<file path="src/rtl/spi_arb_pkg.sv">
// Shared types and constants for the spi request arbiter and its helpers.
package spi_arb_pkg;

  // Arbiter life cycle: wait for a request, hold a grant, run a transfer,
  // then spend one dead cycle before the next grant.
  typedef enum logic [1:0] {
    ST_IDLE  = 2'd0,
    ST_GRANT = 2'd1,
    ST_BUSY  = 2'd2,
    ST_GAP   = 2'd3
  } arb_state_t;

  // Width of the saturating watchdog event counter.
  localparam int ERR_CNT_W = 8;

endpackage

</file>
<file path="src/rtl/rr_pick.sv">
// Combinational round-robin picker: finds the first set request bit
// after the previous winner, wrapping modulo NUM_REQ.
module rr_pick #(
  parameter  int NUM_REQ = 4,
  localparam int IDX_W   = $clog2(NUM_REQ)
) (
  input  logic [NUM_REQ-1:0] req,
  input  logic [IDX_W-1:0]   last,
  output logic               valid,
  output logic [IDX_W-1:0]   idx
);

  logic [IDX_W-1:0] cand;

  // Walk last+1, last+2, ... and keep the first requester found.
  always_comb begin
    valid = 1'b0;
    idx   = '0;
    cand  = '0;
    for (int i = 1; i <= NUM_REQ; i++) begin
      cand = IDX_W'((int'(last) + i) % NUM_REQ);
      if (!valid && req[cand]) begin
        valid = 1'b1;
        idx   = cand;
      end
    end
  end

endmodule

</file>
<file path="src/rtl/spi_req_arbiter.sv">
// Round-robin arbiter sharing one spi core between NUM_REQ requesters.
// The owner's start strobe is forwarded to the core, the core's completion
// pulse is routed back to the owner, and a watchdog frees stuck grants.
module spi_req_arbiter
  import spi_arb_pkg::*;
#(
  parameter  int NUM_REQ = 4,
  parameter  int TIMEOUT = 4096,
  localparam int IDX_W   = $clog2(NUM_REQ)
) (
  input  logic                 BUS_CLK,
  input  logic                 BUS_RST,
  input  logic [NUM_REQ-1:0]   REQ,
  input  logic [NUM_REQ-1:0]   START,
  output logic [NUM_REQ-1:0]   GNT,
  output logic [IDX_W-1:0]     SEL,
  output logic                 SPI_START,
  input  logic                 SPI_DONE,
  output logic [NUM_REQ-1:0]   DONE,
  output logic                 BUSY,
  output logic                 TIMEOUT_ERR,
  output logic [ERR_CNT_W-1:0] ERR_CNT
);

  // A zero TIMEOUT disables the watchdog but the timer still needs one bit.
  localparam int TMR_W = (TIMEOUT > 0) ? $clog2(TIMEOUT + 1) : 1;
  localparam logic [TMR_W-1:0] TMR_LAST = TMR_W'((TIMEOUT > 0) ? TIMEOUT - 1 : 0);
  localparam logic [NUM_REQ-1:0] ONE = NUM_REQ'(1);

  arb_state_t       state;
  logic [IDX_W-1:0] last_q;
  logic [TMR_W-1:0] timer;
  logic             pick_valid;
  logic [IDX_W-1:0] pick_idx;
  logic             wd_expired;

  rr_pick #(
    .NUM_REQ(NUM_REQ)
  ) u_pick (
    .req  (REQ),
    .last (last_q),
    .valid(pick_valid),
    .idx  (pick_idx)
  );

  assign wd_expired = (TIMEOUT != 0) && (timer == TMR_LAST);

  // Arbitration FSM; every output is a flop so the slave-side mux and the
  // spi core see glitch-free controls.
  always_ff @(posedge BUS_CLK or posedge BUS_RST) begin
    if (BUS_RST) begin
      state       <= ST_IDLE;
      GNT         <= '0;
      SEL         <= '0;
      SPI_START   <= 1'b0;
      DONE        <= '0;
      BUSY        <= 1'b0;
      TIMEOUT_ERR <= 1'b0;
      ERR_CNT     <= '0;
      last_q      <= IDX_W'(NUM_REQ - 1);
      timer       <= '0;
    end else begin
      SPI_START   <= 1'b0;
      DONE        <= '0;
      TIMEOUT_ERR <= 1'b0;
      case (state)
        ST_IDLE: begin
          if (pick_valid) begin
            GNT    <= ONE << pick_idx;
            SEL    <= pick_idx;
            last_q <= pick_idx;
            timer  <= '0;
            BUSY   <= 1'b1;
            state  <= ST_GRANT;
          end
        end
        ST_GRANT: begin
          if (START[SEL] && REQ[SEL]) begin
            SPI_START <= 1'b1;
            timer     <= '0;
            state     <= ST_BUSY;
          end else if (!REQ[SEL]) begin
            GNT   <= '0;
            state <= ST_GAP;
          end else if (wd_expired) begin
            TIMEOUT_ERR <= 1'b1;
            if (ERR_CNT != '1) ERR_CNT <= ERR_CNT + 1'b1;
            GNT   <= '0;
            state <= ST_GAP;
          end else begin
            timer <= timer + 1'b1;
          end
        end
        ST_BUSY: begin
          if (SPI_DONE) begin
            DONE  <= ONE << SEL;
            GNT   <= '0;
            state <= ST_GAP;
          end else if (wd_expired) begin
            TIMEOUT_ERR <= 1'b1;
            if (ERR_CNT != '1) ERR_CNT <= ERR_CNT + 1'b1;
            GNT   <= '0;
            state <= ST_GAP;
          end else begin
            timer <= timer + 1'b1;
          end
        end
        ST_GAP: begin
          BUSY  <= 1'b0;
          state <= ST_IDLE;
        end
        default: begin
          GNT   <= '0;
          BUSY  <= 1'b0;
          state <= ST_IDLE;
        end
      endcase
    end
  end

endmodule
</file>
<file path="config.mk">
export PLATFORM = sky130hd
export DESIGN_NAME = spi_req_arbiter
export DESIGN_NICKNAME = d
export VERILOG_FILES = /design/src/rtl/spi_arb_pkg.sv /design/src/rtl/rr_pick.sv /design/src/rtl/spi_req_arbiter.sv
export SDC_FILE = /design/constraint.sdc
export NUM_CORES = 1
export LEC_CHECK = 0
export CAP_MARGIN = 20
export CORE_ASPECT_RATIO = 1.75
export CORE_UTILIZATION = 35
export DETAILED_ROUTE_END_ITERATION = 7
export GPL_ROUTABILITY_DRIVEN = 0
export PLACE_DENSITY_LB_ADDON = 0.25
export SYNTH_ARGS = -nofsm -noshare
export SYNTH_HDL_FRONTEND = slang
export SYNTH_SLANG_ARGS = --single-unit
</file>
<file path="constraint.sdc">
create_clock -name BUS_CLK -period 3.2 [get_ports BUS_CLK]
set_clock_uncertainty 0.15 [all_clocks]
set_input_delay 0.48 -clock BUS_CLK [delete_from_list [all_inputs] [get_ports BUS_CLK]]
set_output_delay 0.48 -clock BUS_CLK [all_outputs]
set_load 0.005 [all_outputs]
</file>
==> flow_metrics.env <==
export IMPL_synth_flop_cell="dfrtp_1"
export IMPL_grt_pass1_wl_um=7780
export IMPL_portBuffers=31
export IMPL_maxSlewHeadroom=0.507
export IMPL_cts_hold_fix_buffers=0
export IMPL_yosysSeqAreaShare=0.456
export IMPL_layout_common_cells="dfrtp_1 (36), clkdlybuf4s50_1 (31), nand2_1 (12), nor2_1 (12), a21oi_1 (11)"
export IMPL_async_flop_share=1.00
export IMPL_path_class="in2reg"
export IMPL_dieArea_um2=6290
export IMPL_cp_cell_sequence="clkdlybuf4s50_1 -> mux4_2 -> a21oi_1 -> o21ai_1 -> buf_4 -> nor4b_1 -> a21o_1"
export IMPL_clock_sinks=38
export IMPL_antenna_left=0
export IMPL_leakage_uw=0.00115
export IMPL_finalSetupViolCount=0
export IMPL_drt_iter0_drc=53
export IMPL_synth_distinct_cells=56
export IMPL_crit_required_ns=3.28
export IMPL_first_pass_iters=4
export IMPL_fp_dieW_um=60.4
export IMPL_die_y_um=104
export IMPL_cts_repair_resized=0
export IMPL_period_minus_slack_ns=2.55
export IMPL_hold_start="last_q[0]$_DFFE_PP1P_"
export IMPL_crit_fanout=12
export IMPL_syn_area_um2=2090
export IMPL_min_to="last_q[0]$_DFFE_PP1P_"
export IMPL_peakVddDrop_v=0.000298
export IMPL_area_growth_syn_to_layout_pct=26.0
export IMPL_cpPeakStageDelay_ns=0.57
export IMPL_hold_class="reg2reg"
export IMPL_status="completed"
export IMPL_dp_final_hpwl_um=3620
export IMPL_maxSlewViolCount=0
export IMPL_synth_mux_area_fraction=0.0317
export IMPL_nets=258
export IMPL_viasPerCell=5.46
export IMPL_clock_latency_ns=0.29
export IMPL_crit_arrival_ns=2.63
export IMPL_r2r_start="SEL[0]$_DFFE_PP0P_"
export IMPL_cts_root_buf="clkbuf_8"
export IMPL_grt_max_degree=39
export IMPL_synth_xor_area_frac=0.0293
export IMPL_synth_edf_count=0
export IMPL_tightestPinTransition_ns=0.735
export IMPL_grt_pass1_vias=1737
export IMPL_core_area_um2=5680
export IMPL_wl_um=4850
export IMPL_drive_above_1_share=0.0875
export IMPL_synthesis_nets=221
export IMPL_hold_violations=0
export IMPL_r2r_end="ERR_CNT[1]$_DFFE_PP0P_"
export IMPL_tritoncts="done"
export IMPL_yosysWarnings=0
export IMPL_antenna_found_initial=0
export IMPL_cts_buffers=5
export IMPL_clock_path_buffers=2
export IMPL_antenna_cells=0
export IMPL_max_freq_ghz=0.392
export IMPL_synth_fa_ha_area_frac=0.0479
export IMPL_powerDensity_nw_per_um2=753
export IMPL_rows=36
export IMPL_drc=0
export IMPL_fin_crit_sh=0.797
export IMPL_synth_compound_area_frac=0.196
export IMPL_vias=1726
export IMPL_nFillCells=563
export IMPL_power_total_uw=1980
export IMPL_reg2reg_depth=4
export IMPL_cap_violations=0
export IMPL_wl_per_cell_um=15.3
export IMPL_critPathSlowestCell="mux4_2"
export IMPL_io_pins=32
export IMPL_path_clk_slew_ns=0.08
export IMPL_initial_utilization=0.368
export IMPL_grt_setup_unrepaired="false"
export IMPL_cts_htree_levels=2
export IMPL_synth_top_family_by_area="simple AND/OR/NAND/NOR gates"
export IMPL_layout_commonest_cell="dfrtp_1"
export IMPL_cp_end_kind="register"
export IMPL_grt_overflow_total=0
export IMPL_ys_ff_latch=38
export IMPL_synthSimpleGateAreaFrac=0.211
export IMPL_reg2reg_setup_slack_ns=0.73
export IMPL_fin_tns_setup_ns=0
export IMPL_hold_depth=2
export IMPL_postCtsSetupRepairBufs=0
export IMPL_syn_instance_count=202
export IMPL_avgSynthCellArea_um2=10.3
export IMPL_grtUsageTotal=0.165
export IMPL_cp_start_kind="primary input"
==> through the flow <==
stage	cells	area [um^2]	hold WS, ns	utilization	worst slack, ns
6_report	316	2630	0.353	0.464	0.649
5_1_grt	316	2630	0.371	0.464	0.481
4_1_cts	316	2630	0.352	0.464	0.665
3_5_place_dp	308	2490	0.335	0.439	0.351
3_3_place_gp	308	2490	0.331	0.439	0.394
2_1_floorplan	202	2090	0.314	-	0.953
==> metal layers <==
| metal | up-vias | part of all wire | track usage |
|---|---|---|---|
| li1 | 833 | - | - |
| met1 | 845 | 0.37 | 0.159 |
| met2 | 35 | 0.56 | 0.301 |
| met3 | 13 | 0.026 | 0.0311 |
| met4 | 0 | 0.036 | 0.0963 |
| met5 | - | 0 | 0 |
==> worst max-delay path by stage <==
| stage | start | to | slack [ns] | cells past startpoint |
|---|---|---|---|---|
| final | REQ[3] | timer[4]$_DFFE_PP0P_ | 0.65 | 7 |
| after global routing | REQ[3] | timer[1]$_DFFE_PP0P_ | 0.48 | 6 |
| after CTS | REQ[3] | timer[4]$_DFFE_PP0P_ | 0.66 | 7 |
| after detailed placement | REQ[3] | timer[10]$_DFFE_PP0P_ | 0.35 | 6 |
| after global placement | REQ[3] | timer[8]$_DFFE_PP0P_ | 0.39 | 6 |
| after floorplan | SEL[0]$_DFFE_PP0P_ | ERR_CNT[1]$_DFFE_PP0P_ | 0.95 | 4 |
==> cell usage after synthesis, drive strengths merged (2+ instances only) <==
cell    count  area share
a211oi      2       0.013
and2        5       0.015
nand2b      7       0.021
a21oi      11       0.026
nand2      12       0.022
dfstp       2       0.025
dfrtp      36        0.43
a311oi      2      0.0084
buf         3       0.011
nor4        2      0.0060
nor2       13       0.025
a22o        6       0.025
inv         8       0.014
a31oi       6       0.018
ha          8       0.048
xnor2       6       0.025
nor3        7       0.017
nor4b       3       0.013
o21ai       8       0.019
a21o        6       0.022
nand3       3      0.0072
nand4       7       0.021
and3        7       0.023
and4        2      0.0084
nor2b       4       0.013
a32o        2      0.0096
mux4        2       0.022
==> power by group <==
group / leakage, uW / internal (uW) / switching [uW]
Clock: 0.0000714 / 333 / 175
Sequential: 0.000504 / 561 / 75.1
Combinational: 0.000573 / 367 / 471
==> cell type report <==
type                            instances  area [um^2]  share of cell area
Inverter                                8         30.0              0.0114
Tap cell                               76         95.1              0.0361
Timing Repair Buffer                   34          333               0.126
Multi-Input combinational cell        152         1080               0.410
Clock buffer                            6         82.6              0.0314
Sequential cell                        38          953               0.362
Clock inverter                          2         60.1              0.0228
==> state kept, by name, indices dropped and copies added (netlist names) <==
register,count
last_q,2
SEL,2
ERR_CNT,8
GNT,4
DONE,4
SPI_START,1
state,2
timer,13
TIMEOUT_ERR,1
BUSY,1
==> critical path: cells and delay by family <==
family / cells / cell delay, ns
AND/OR/NAND/NOR: 1 / 0.24
buffers and inverters: 2 / 0.74
AO/OA/AOI/OAI: 3 / 0.59
multiplexers: 1 / 0.57
==> cell families after synthesis <==
kind of cell,count (synthesis)
simple gates,77
compound gates,56
flops,38
buf+inv,12
fa+ha+maj,8
xor+xnor,7
mux,4
Note: power is estimated with default switching activity, not from simulation.
